<file path="src/rtl/max_pool_pkg.sv">
// Shared types and sizing helpers for the max-pooling layers.
// Defaults here are also used by the forward pooling layer.
package max_pool_pkg;

   localparam int DEF_WIDTH  = 16;
   localparam int DEF_STRIDE = 2;

   typedef enum logic [0:0] {
      FILL = 1'b0,
      EMIT = 1'b1
   } state_e;

   function automatic int sel_width(input int stride);
      return (stride * stride > 1) ? $clog2(stride * stride) : 1;
   endfunction

   function automatic int cnt_width(input int range);
      return (range > 1) ? $clog2(range) : 1;
   endfunction

endpackage

</file>
<file path="src/rtl/pool_grad_row_buf.sv">
// One pooled row of {gradient, argmax offset} entries.
// Single write port, combinational read port, no reset needed.
module pool_grad_row_buf
   import max_pool_pkg::*;
#(
   parameter int DEPTH = 16,
   parameter int DW    = 18,
   localparam int AW   = cnt_width(DEPTH)
) (
   input  logic          clk,
   input  logic          we,
   input  logic [AW-1:0] waddr,
   input  logic [DW-1:0] wdata,
   input  logic [AW-1:0] raddr,
   output logic [DW-1:0] rdata
);

   logic [DW-1:0] mem_q [DEPTH];
   logic [DW-1:0] mem_d [DEPTH];

   always_comb begin
      mem_d = mem_q;
      if (we) begin
         mem_d[waddr] = wdata;
      end
   end

   always_ff @(posedge clk) begin
      mem_q <= mem_d;
   end

   assign rdata = mem_q[raddr];

endmodule

</file>
<file path="src/rtl/max_pool_grad_router.sv">
// Max-pool backward router: buffers one pooled row, then streams the
// STRIDE full-resolution rows with each gradient placed at its argmax.
module max_pool_grad_router
   import max_pool_pkg::*;
#(
   parameter int WIDTH            = DEF_WIDTH,
   parameter int STRIDE           = DEF_STRIDE,
   parameter int INPUT_DIM_WIDTH  = 32,
   parameter int INPUT_DIM_HEIGHT = 32,
   parameter bit ROUTE_NEGATIVE   = 1'b1,
   localparam int SEL_W           = sel_width(STRIDE)
) (
   input  logic                    clk,
   input  logic                    rst_n,
   input  logic                    grad_in_valid,
   output logic                    grad_in_ready,
   input  logic signed [WIDTH-1:0] grad_in_data,
   input  logic        [SEL_W-1:0] grad_in_sel,
   output logic                    grad_out_valid,
   input  logic                    grad_out_ready,
   output logic signed [WIDTH-1:0] grad_out_data,
   output logic                    grad_out_last
);

   localparam int OW  = INPUT_DIM_WIDTH / STRIDE;
   localparam int OH  = INPUT_DIM_HEIGHT / STRIDE;
   localparam int OCW = cnt_width(OW);
   localparam int ICW = cnt_width(INPUT_DIM_WIDTH);
   localparam int RW  = cnt_width(STRIDE);
   localparam int PW  = cnt_width(OH);
   localparam int BW  = WIDTH + SEL_W;
   localparam logic [31:0] S_U = 32'(STRIDE);

   if ((INPUT_DIM_WIDTH % STRIDE) != 0) begin : g_bad_w
      $error("INPUT_DIM_WIDTH must be divisible by STRIDE");
   end
   if ((INPUT_DIM_HEIGHT % STRIDE) != 0) begin : g_bad_h
      $error("INPUT_DIM_HEIGHT must be divisible by STRIDE");
   end

   state_e         state_q, state_d;
   logic           run_q, run_d;
   logic [OCW-1:0] ocol_q, ocol_d;
   logic [ICW-1:0] icol_q, icol_d;
   logic [RW-1:0]  roff_q, roff_d;
   logic [PW-1:0]  prow_q, prow_d;

   logic                    emit;
   logic                    in_fire;
   logic                    out_fire;
   logic                    end_col;
   logic                    end_win;
   logic [OCW-1:0]          oc;
   logic [31:0]             pos;
   logic [BW-1:0]           rd_word;
   logic signed [WIDTH-1:0] g;
   logic [SEL_W-1:0]        rd_sel;
   logic                    hit;

   pool_grad_row_buf #(
      .DEPTH (OW),
      .DW    (BW)
   ) u_row_buf (
      .clk   (clk),
      .we    (in_fire),
      .waddr (ocol_q),
      .wdata ({grad_in_data, grad_in_sel}),
      .raddr (oc),
      .rdata (rd_word)
   );

   assign emit     = (state_q == EMIT);
   assign in_fire  = grad_in_valid && grad_in_ready;
   assign out_fire = grad_out_valid && grad_out_ready;
   assign end_col  = (icol_q == ICW'(INPUT_DIM_WIDTH - 1));
   assign end_win  = end_col && (roff_q == RW'(STRIDE - 1));

   // Window position of the current output element within its pooled cell.
   assign oc     = OCW'(32'(icol_q) / S_U);
   assign pos    = 32'(roff_q) * S_U + 32'(icol_q) % S_U;
   assign rd_sel = rd_word[SEL_W-1:0];
   assign hit    = (32'(rd_sel) == pos);

   always_comb begin
      g = rd_word[BW-1:SEL_W];
      if (!ROUTE_NEGATIVE && g[WIDTH-1]) begin
         g = '0;
      end
   end

   assign grad_in_ready  = run_q && !emit;
   assign grad_out_valid = emit;
   assign grad_out_data  = (emit && hit) ? g : '0;
   assign grad_out_last  = emit && end_win && (prow_q == PW'(OH - 1));

   always_comb begin
      state_d = state_q;
      run_d   = 1'b1;
      ocol_d  = ocol_q;
      icol_d  = icol_q;
      roff_d  = roff_q;
      prow_d  = prow_q;
      unique case (state_q)
         FILL: begin
            if (in_fire) begin
               if (ocol_q == OCW'(OW - 1)) begin
                  ocol_d  = '0;
                  state_d = EMIT;
               end else begin
                  ocol_d = ocol_q + 1'b1;
               end
            end
         end
         EMIT: begin
            if (out_fire) begin
               if (end_col) begin
                  icol_d = '0;
                  if (end_win) begin
                     roff_d  = '0;
                     state_d = FILL;
                     prow_d  = (prow_q == PW'(OH - 1)) ? '0 : prow_q + 1'b1;
                  end else begin
                     roff_d = roff_q + 1'b1;
                  end
               end else begin
                  icol_d = icol_q + 1'b1;
               end
            end
         end
         default: state_d = FILL;
      endcase
   end

   always_ff @(posedge clk or negedge rst_n) begin
      if (!rst_n) begin
         state_q <= FILL;
         run_q   <= 1'b0;
         ocol_q  <= '0;
         icol_q  <= '0;
         roff_q  <= '0;
         prow_q  <= '0;
      end else begin
         state_q <= state_d;
         run_q   <= run_d;
         ocol_q  <= ocol_d;
         icol_q  <= icol_d;
         roff_q  <= roff_d;
         prow_q  <= prow_d;
      end
   end

endmodule

</file>
<file path="config.mk">
export PLATFORM = sky130hd
export DESIGN_NAME = max_pool_grad_router
export DESIGN_NICKNAME = d
export VERILOG_FILES = /design/src/rtl/max_pool_pkg.sv /design/src/rtl/pool_grad_row_buf.sv /design/src/rtl/max_pool_grad_router.sv
export SDC_FILE = /design/constraint.sdc
export NUM_CORES = 1
export LEC_CHECK = 0
export ABC_AREA = 1
export ABC_CLOCK_PERIOD_IN_PS = 2500
export BUFFER_PORTS_ARGS = -buffer_cell sky130_fd_sc_hd__buf_2
export CAP_MARGIN = 10
export CELL_PAD_IN_SITES_DETAIL_PLACEMENT = 0
export CELL_PAD_IN_SITES_GLOBAL_PLACEMENT = 1
export CORE_ASPECT_RATIO = 2
export CORE_UTILIZATION = 30
export DETAILED_ROUTE_END_ITERATION = 16
export PLACE_DENSITY = 0.52
export SYNTH_ARGS = -nofsm -noshare
export SYNTH_HDL_FRONTEND = slang
export SYNTH_SLANG_ARGS = --single-unit
</file>
<file path="constraint.sdc">
create_clock -name clk -period 2.5 [get_ports clk]
set_input_delay 0.25 -clock clk [delete_from_list [all_inputs] [get_ports clk]]
set_output_delay 0.25 -clock clk [all_outputs]
set_load 0.02 [all_outputs]
</file>
==> flow_summary_export.csv, run 1 <==
group,metric,value,unit
flow_run,cap_violations,0,
timing,clock_skew,18.1,ps
floorplanning,boundaryPins,41,
floorplanning,area_enclosed_by_the_die_boundary,41600,sq um
worst_setup_path,timing.critical_path.arrival,2570,ps
global_routing,grt-busiest-layer,"met2",
cells_and_area,layout_common_cells,"sky130_fd_sc_hd__edfxtp_1, sky130_fd_sc_hd__nand2_1, sky130_fd_sc_hd__nand3_1",
drt,route.detailed.drc,0,
synth,post-synth-top-area-cell,"sky130_fd_sc_hd__edfxtp_1",
synth,synth.avg_cell_area,12.4,sq um
worst_setup_path,setup.reg_to_reg.worst_slack,250,ps
power,power.share.combinational,41.5,%
floorplanning,start_util,30.4,%
worst_setup_path,worstReg2RegStart,"icol_q[1]$_DFFE_PN0P_",
placement,detailed_placer_s_ending_hpwl,20800,um
cells_and_area,final_cell_area,15100,sq um
timing,report.final.slew_viol_count,0,
clock_network,cts.htree.levels,1,
synth,yosys-top-cells-area,"sky130_fd_sc_hd__edfxtp_1, sky130_fd_sc_hd__nand2_1, sky130_fd_sc_hd__nand3_1",
synth,synth-seq-area-share,74.0,%
global_routing,grt_pass1_wl,51600,um
power,p_int,10.8,mW
hold_path,timing.hold.worst_endpoint,"u_row_buf.mem_q[218]$_DFFE_PP_",
clock_network,cts_tree,"yes",
power,power.density_cell_area,1140,nW/um^2
floorplanning,die-height,288,um
clock_network,cts_made_buffers,27,
power,seq_power_share,33.9,%
cells_and_area,antenna_diode_instance_count,0,
clock_network,cts.clk_slew.worst_paths,60,ps
synth,synthDistinctLibCells,30,
worst_setup_path,crit_fanout,6,
hold_path,worstHoldStart,"grad_in_data[0]",
synth,synth_top_cell_area_share,70.7,%
run_status,failed_checks,"setup timing",
power,switching_share,37.5,%
worst_setup_path,path_cells,"buf_12 > clkbuf_16 > nand2_2 > nand3_2 > nand3_2 > nand3_2 > nand2_1 > nand2_1 > nand2_4 > nand3_4 > buf_8 > nor2_4 > buf_6",
timing,finalHoldWorstSlack,81.0,ps
clock_network,clock_tree.root_cell,"sky130_fd_sc_hd__clkbuf_16",
hold_path,whs_path_depth,1,
synth,synth.ff_latch_count,304,
timing,post-route-worst-setup-slack,-319,ps
timing,tightest_slew,759,ps
cells_and_area,layout-drive-gt1-share,21.4,%
timing,max-slew-margin-rel,49.0,%
drt,routed-via-count,7734,
clock_network,clk-insertion-delay-late,550,ps
worst_setup_path,crit_path_end_kind,"output port",
worst_setup_path,cp_common_cell,"sky130_fd_sc_hd__nand3_2",
floorplanning,floorplan.die.width,145,um
run_status,run_status,"complete, but fails checks",
drt,drt_pass1_iterations,4,
placement,placed_area,13500,sq um
placement,globalplace.congestion,0.769,
cells_and_area,final_common_cell,"sky130_fd_sc_hd__edfxtp_1",
synth,post_synth_inst_count,986,
global_routing,globalRouteTotalUtil,17.6,%
worst_setup_path,critPathKind,"register to output port",
global_routing,use_met3,1.50,%
worst_setup_path,worst_r2r_path_depth,10,
timing,rsz_0062_raised_after_global_routing,"yes",
drt,drt-initial-drc-count,433,
drt,wl,35500,um
power,p_leak,5.26,nW
clock_network,cts.path.max_buffers,3,
worst_setup_path,crit_slowest_cell,"sky130_fd_sc_hd__dfrtp_4",
floorplanning,num_rows,104,
drt,vias_per_cell,4.77,
timing,fmax,355,MHz
global_routing,grt-ovfl-total,0,
worst_setup_path,crit_path_max_incr_delay,520,ps
cells_and_area,n_fill_cell,3822,
global_routing,grt_max_degree,62,
global_routing,vias_in_the_first_global_route,7775,
worst_setup_path,crit_path_start_kind,"register",
global_routing,global_route.usage.met1,19.5,%
clock_network,tritoncts_num_sinks,304,
hold_path,hold_class,"primary input to register",
placement,io_buffers,40,
cells_and_area,fin_util,37.6,%
synth,synth_nets,1015,
timing,setup_viol,16,
drt,avgRoutedWirePerCell,21.9,um
global_routing,antenna_found_initial,1,
power,worst_ir_drop_vdd,0.000519,V
cells_and_area,area.growth.synth_to_final,23.5,%
placement,place_ws,57.7,ps
power,clkPwrFrac,24.6,%
synth,synth-async-reset-ratio,5.26,%
synth,ys_warn_count,0,
synth,synth_flop_cell,"sky130_fd_sc_hd__edfxtp_1",
worst_setup_path,cp_data_required_time,2250,ps
timing,finalHoldViolations,0,
timing,final.period_utilization,113,%
drt,antenna_violating_nets_left,0,
synth,synthesis.area,12200,sq um
cells_and_area,finish.net_count,1100,
worst_setup_path,worst_r2r_end,"prow_q[2]$_DFFE_PN0P_",
timing,fin_crit,2820,ps
power,totalPowerFinal,17.2,mW
power,total_switching_power,6.45,mW
synth,synth_enable_flop_cells,288,
global_routing,use_met2,34.1,%
floorplanning,core-area,40200,sq um
==> repair_timing <==
item | CTS | global route
hold endpoints to repair | 16 | 0
buffers inserted | 4 | 4
pin swaps | 4 | 32
gates resized for setup | 59 | 84
cloned | 3 | 3
hold buffers | 1 | 0
endpoints found under the setup margin | 17 | 17
==> critical path: cells and delay by family (launching register included) <==
kind	cells	cell delay, ps
DFF	1	520
and+or+nand+nor	9	840
buffers and inverters	4	660
==> state kept, by name, indices dropped and copies added (netlist names) <==
signal	flops
grad_out_valid	1
icol_q	5
ocol_q	4
prow_q	4
roff_q	1
run_q	1
u_row_buf.mem_q	288
==> layer usage <==
layer	wire (um)	up-vias
li1	-	3688
met1	13300	3815
met2	20000	162
met3	946	69
met4	1290	0
met5	0	-
==> cells in the mapped netlist (4+ instances only) <==
master	instances
sky130_fd_sc_hd__o21ai_1	6
sky130_fd_sc_hd__buf_4	5
sky130_fd_sc_hd__clkbuf_1	18
sky130_fd_sc_hd__ha_1	7
sky130_fd_sc_hd__buf_1	7
sky130_fd_sc_hd__o221ai_1	15
sky130_fd_sc_hd__nor2_2	11
sky130_fd_sc_hd__o21ai_0	80
sky130_fd_sc_hd__nand3_1	117
sky130_fd_sc_hd__inv_1	29
sky130_fd_sc_hd__nor3_1	9
sky130_fd_sc_hd__nor2_1	114
sky130_fd_sc_hd__a21oi_1	5
sky130_fd_sc_hd__dfrtp_1	16
sky130_fd_sc_hd__edfxtp_1	288
sky130_fd_sc_hd__o2111ai_1	15
sky130_fd_sc_hd__inv_2	4
sky130_fd_sc_hd__nand2_1	204
sky130_fd_sc_hd__buf_2	20
==> power by group through the flow <==
stage | Clock [mW] | Combinational (mW) | Sequential, mW
6_report | 4.23 | 7.15 | 5.84
4_1_cts | 4.33 | 6.55 | 5.86
3_3_place_gp | 0 | 5.85 | 5.94
3_5_place_dp | 0 | 5.83 | 5.94
5_1_grt | 4.47 | 7.82 | 5.85
2_1_floorplan | 0 | 3.47 | 5.89
==> cell families after synthesis <==
family                   synth area share [%]
adder cells (fa/ha/maj)                 0.716
AO/OA/AOI/OAI                            6.04
other                                  0.0307
XOR/XNOR                                0.215
flip-flops                               74.0
buffers and inverters                    3.12
AND/OR/NAND/NOR                          15.9
==> how the worst max path moves through the flow <==
stage                             startpoint                              to  slack (ps)  depth (start not counted)
floorplan           grad_out_valid$_DFF_PN0_  u_row_buf.mem_q[216]$_DFFE_PP_        -350                          3
global placement       icol_q[3]$_DFFE_PN0P_               grad_out_data[13]          60                          8
detailed placement     icol_q[2]$_DFFE_PN0P_               grad_out_data[13]          60                          7
CTS                    icol_q[1]$_DFFE_PN0P_                grad_out_data[6]        -310                         12
global route           icol_q[1]$_DFFE_PN0P_                grad_out_data[9]        -440                         13
finish                 icol_q[1]$_DFFE_PN0P_                grad_out_data[9]        -320                         13
==> area by class of cell <==
type / instances / area [sq um] / area share, %
clock inverters: 10 / 148 / 0.977
repair inverters: 2 / 27.5 / 0.182
flip-flops and latches: 304 / 9050 / 59.9
well taps: 530 / 663 / 4.39
multi-input cells: 597 / 3150 / 20.9
clock buffers: 39 / 731 / 4.84
inverters: 34 / 145 / 0.961
repair buffers: 105 / 1190 / 7.86
==> stage by stage <==
step / instances / TNS (ps)
floorplan: 986 / -18680
global placement: 1557 / 0
detailed placement: 1557 / 0
CTS: 1614 / -4550
global route: 1621 / -6420
finish: 1621 / -4580
Power figures use the tool's default switching activity.
==> run 2: changes to the inputs <==
- CTS_BUF_LIST: unset -> sky130_fd_sc_hd__clkbuf_16
==> run 2 against run 1 <==
Net effect: the run still ends with setup timing left; highest routed layer unchanged; count of clock-buffer cells in the layout is 12 lower; worst setup slack worse by 3.5 ps; clock power is 2% lower; total power is 0.39% lower; critical path type unchanged.
==> flow_summary_export.csv, run 2 (synthesis results as in run 1) <==
group,metric,value,unit
floorplanning,die-height,288,um
global_routing,globalRouteTotalUtil,17.6,%
worst_setup_path,top_cell_family_by_delay_on_the_critical_path,"simple AND/OR/NAND/NOR gates",
global_routing,antenna_found_initial,1,
cells_and_area,finish.net_count,1100,
worst_setup_path,crit_path_max_incr_delay,520,ps
clock_network,tritoncts_num_sinks,304,
floorplanning,start_util,30.4,%
drt,drt_pass1_iterations,4,
worst_setup_path,crit_path_end_kind,"output port",
run_status,failed_checks,"setup timing",
timing,finalHoldViolations,0,
worst_setup_path,cp_data_required_time,2250,ps
timing,tightest_slew,759,ps
worst_setup_path,cp_common_cell,"sky130_fd_sc_hd__nand3_2",
worst_setup_path,critPathBufInv,4,
worst_setup_path,path_cells,"buf_12 > clkbuf_16 > nand2_2 > nand3_2 > nand3_2 > nand3_2 > nand2_1 > nand2_1 > nand2_4 > nand3_4 > buf_8 > nor2_4 > buf_6",
cells_and_area,max_ffs_per_register,288,
clock_network,clock_tree.root_cell,"sky130_fd_sc_hd__clkbuf_16",
drt,avgRoutedWirePerCell,21.9,um
timing,rsz_0062_raised_after_global_routing,"yes",
worst_setup_path,crit_path_start_kind,"register",
cells_and_area,fin_util,37.5,%
clock_network,clk-insertion-delay-late,550,ps
timing,post-route-worst-setup-slack,-322,ps
timing,fmax,354,MHz
cells_and_area,final_common_cell,"sky130_fd_sc_hd__edfxtp_1",
cells_and_area,area.growth.synth_to_final,23.4,%
cells_and_area,layout-drive-gt1-share,21.4,%
global_routing,vias_in_the_first_global_route,7772,
floorplanning,boundaryPins,41,
worst_setup_path,setup.reg_to_reg.worst_slack,250,ps
flow_run,cap_violations,0,
clock_network,cts.clk_slew.worst_paths,70,ps
floorplanning,core-area,40200,sq um
timing,clock_skew,19.3,ps
power,power.density_cell_area,1140,nW/um^2
cells_and_area,reg.largest.list,"u_row_buf.mem_q (288), icol_q (5)",
cells_and_area,layout_common_cells,"sky130_fd_sc_hd__edfxtp_1, sky130_fd_sc_hd__nand2_1, sky130_fd_sc_hd__nand3_1",
global_routing,grt_pass1_wl,51600,um
run_status,run_status,"complete, but fails checks",
drt,antenna_violating_nets_left,0,
placement,globalplace.congestion,0.769,
clock_network,cts_made_buffers,27,
timing,final.setup.tns,-4650,ps
cells_and_area,final_cell_area,15100,sq um
cells_and_area,regMostFlops,"u_row_buf.mem_q",
drt,drt-initial-drc-count,441,
worst_setup_path,crit_fanout,6,
floorplanning,num_rows,104,
power,p_leak,5.30,nW
clock_network,cts.path.max_buffers,3,
global_routing,grt_max_degree,62,
floorplanning,floorplan.die.width,145,um
worst_setup_path,critPathKind,"register to output port",
power,totalPowerFinal,17.2,mW
timing,setup_viol,16,
worst_setup_path,crit_slowest_cell,"sky130_fd_sc_hd__dfrtp_4",
worst_setup_path,timing.critical_path.arrival,2570,ps
timing,final.period_utilization,113,%
cells_and_area,antenna_diode_instance_count,0,
floorplanning,area_enclosed_by_the_die_boundary,41600,sq um
drt,route.detailed.drc,0,
cells_and_area,layout_cells_excl_fill,1621,
timing,fin_crit,2820,ps
clock_network,cts_tree,"yes",
timing,report.final.slew_viol_count,0,
power,worst_ir_drop_vdd,0.000517,V
worst_setup_path,crit_start,"icol_q[1]$_DFFE_PN0P_",
placement,placed_area,13500,sq um
drt,vias_per_cell,4.77,
hold_path,worstHoldStart,"grad_in_data[0]",
worst_setup_path,worstReg2RegStart,"icol_q[1]$_DFFE_PN0P_",
drt,routed-via-count,7726,
timing,max-slew-margin-rel,49.0,%
placement,dp.cells,1557,
drt,wl,35500,um
clock_network,cts.htree.levels,1,
global_routing,grt-ovfl-total,0,
hold_path,hold_class,"primary input to register",
placement,detailed_placer_s_ending_hpwl,20800,um
placement,io_buffers,40,
run 2: cell count changes in the layout (fill, tap and decap cells not counted):
cell,before,now
sky130_fd_sc_hd__inv_1,28,39
sky130_fd_sc_hd__clkbuf_8,1,0
sky130_fd_sc_hd__clkbuf_1,11,0
sky130_fd_sc_hd__clkinv_1,3,4
run 2: layer usage:
layer / GRT usage [%] / up-vias / part of all wire (%)
met1: 19.5 / 3830 / 38
met5: 0 / - / 0
met3: 1.50 / 69 / 2.5
met4: 5.89 / 0 / 3.6
met2: 34.1 / 139 / 56
li1: - / 3688 / -
run 2: timing repair:
action / CTS / global route
gates resized for setup: 59 / 84
hold buffers: 1 / 0
cloned: 3 / 3
pin swaps: 4 / 32
setup endpoints to repair: 17 / 17
setup buffers: 4 / 4
hold endpoints to repair: 16 / 0
run 2: final cells by class:
type	instances	area, sq um
fillers	3823	25100
flip-flops and latches	304	9050
multi-input cells	597	3150
repair buffers	105	1190
clock buffers	27	676
well taps	530	663
clock inverters	22	193
inverters	34	145
repair inverters	2	27.5
run 2: worst reg2reg max path, delay by kind of cell, from the launching register on:
kind	cells	cell delay, ps
XOR/XNOR	1	180
adder cells (fa/ha/maj)	2	290
buffers and inverters	3	290
flip-flops	1	460
AND/OR/NAND/NOR	4	920
run 2: power by group:
part	internal [mW]	switching (mW)	total (mW)
combinational	2.65	4.51	7.16
clock	2.36	1.80	4.16
sequential	5.69	0.150	5.84
total	10.7	6.46	17.2
run 2: path summary, 6_finish.rpt:
kind                            cells after the start                             end
worst min register to register                      1              roff_q$_DFFE_PN0P_
max in group asynchronous                           2           icol_q[1]$_DFFE_PN0P_
worst min-delay path                                1  u_row_buf.mem_q[236]$_DFFE_PP_
worst max-delay path                               13                grad_out_data[9]
worst max register to register                     10           prow_q[2]$_DFFE_PN0P_
min in group asynchronous                           2           ocol_q[1]$_DFFE_PN0P_
run 2: through the flow:
stage	worst slack, ps	hold slack (ps)
3_3_place_gp	61.3	209
6_report	-322	80.9
5_1_grt	-444	68.0
3_5_place_dp	57.7	204
2_1_floorplan	-346	-45.6
4_1_cts	-313	54.7
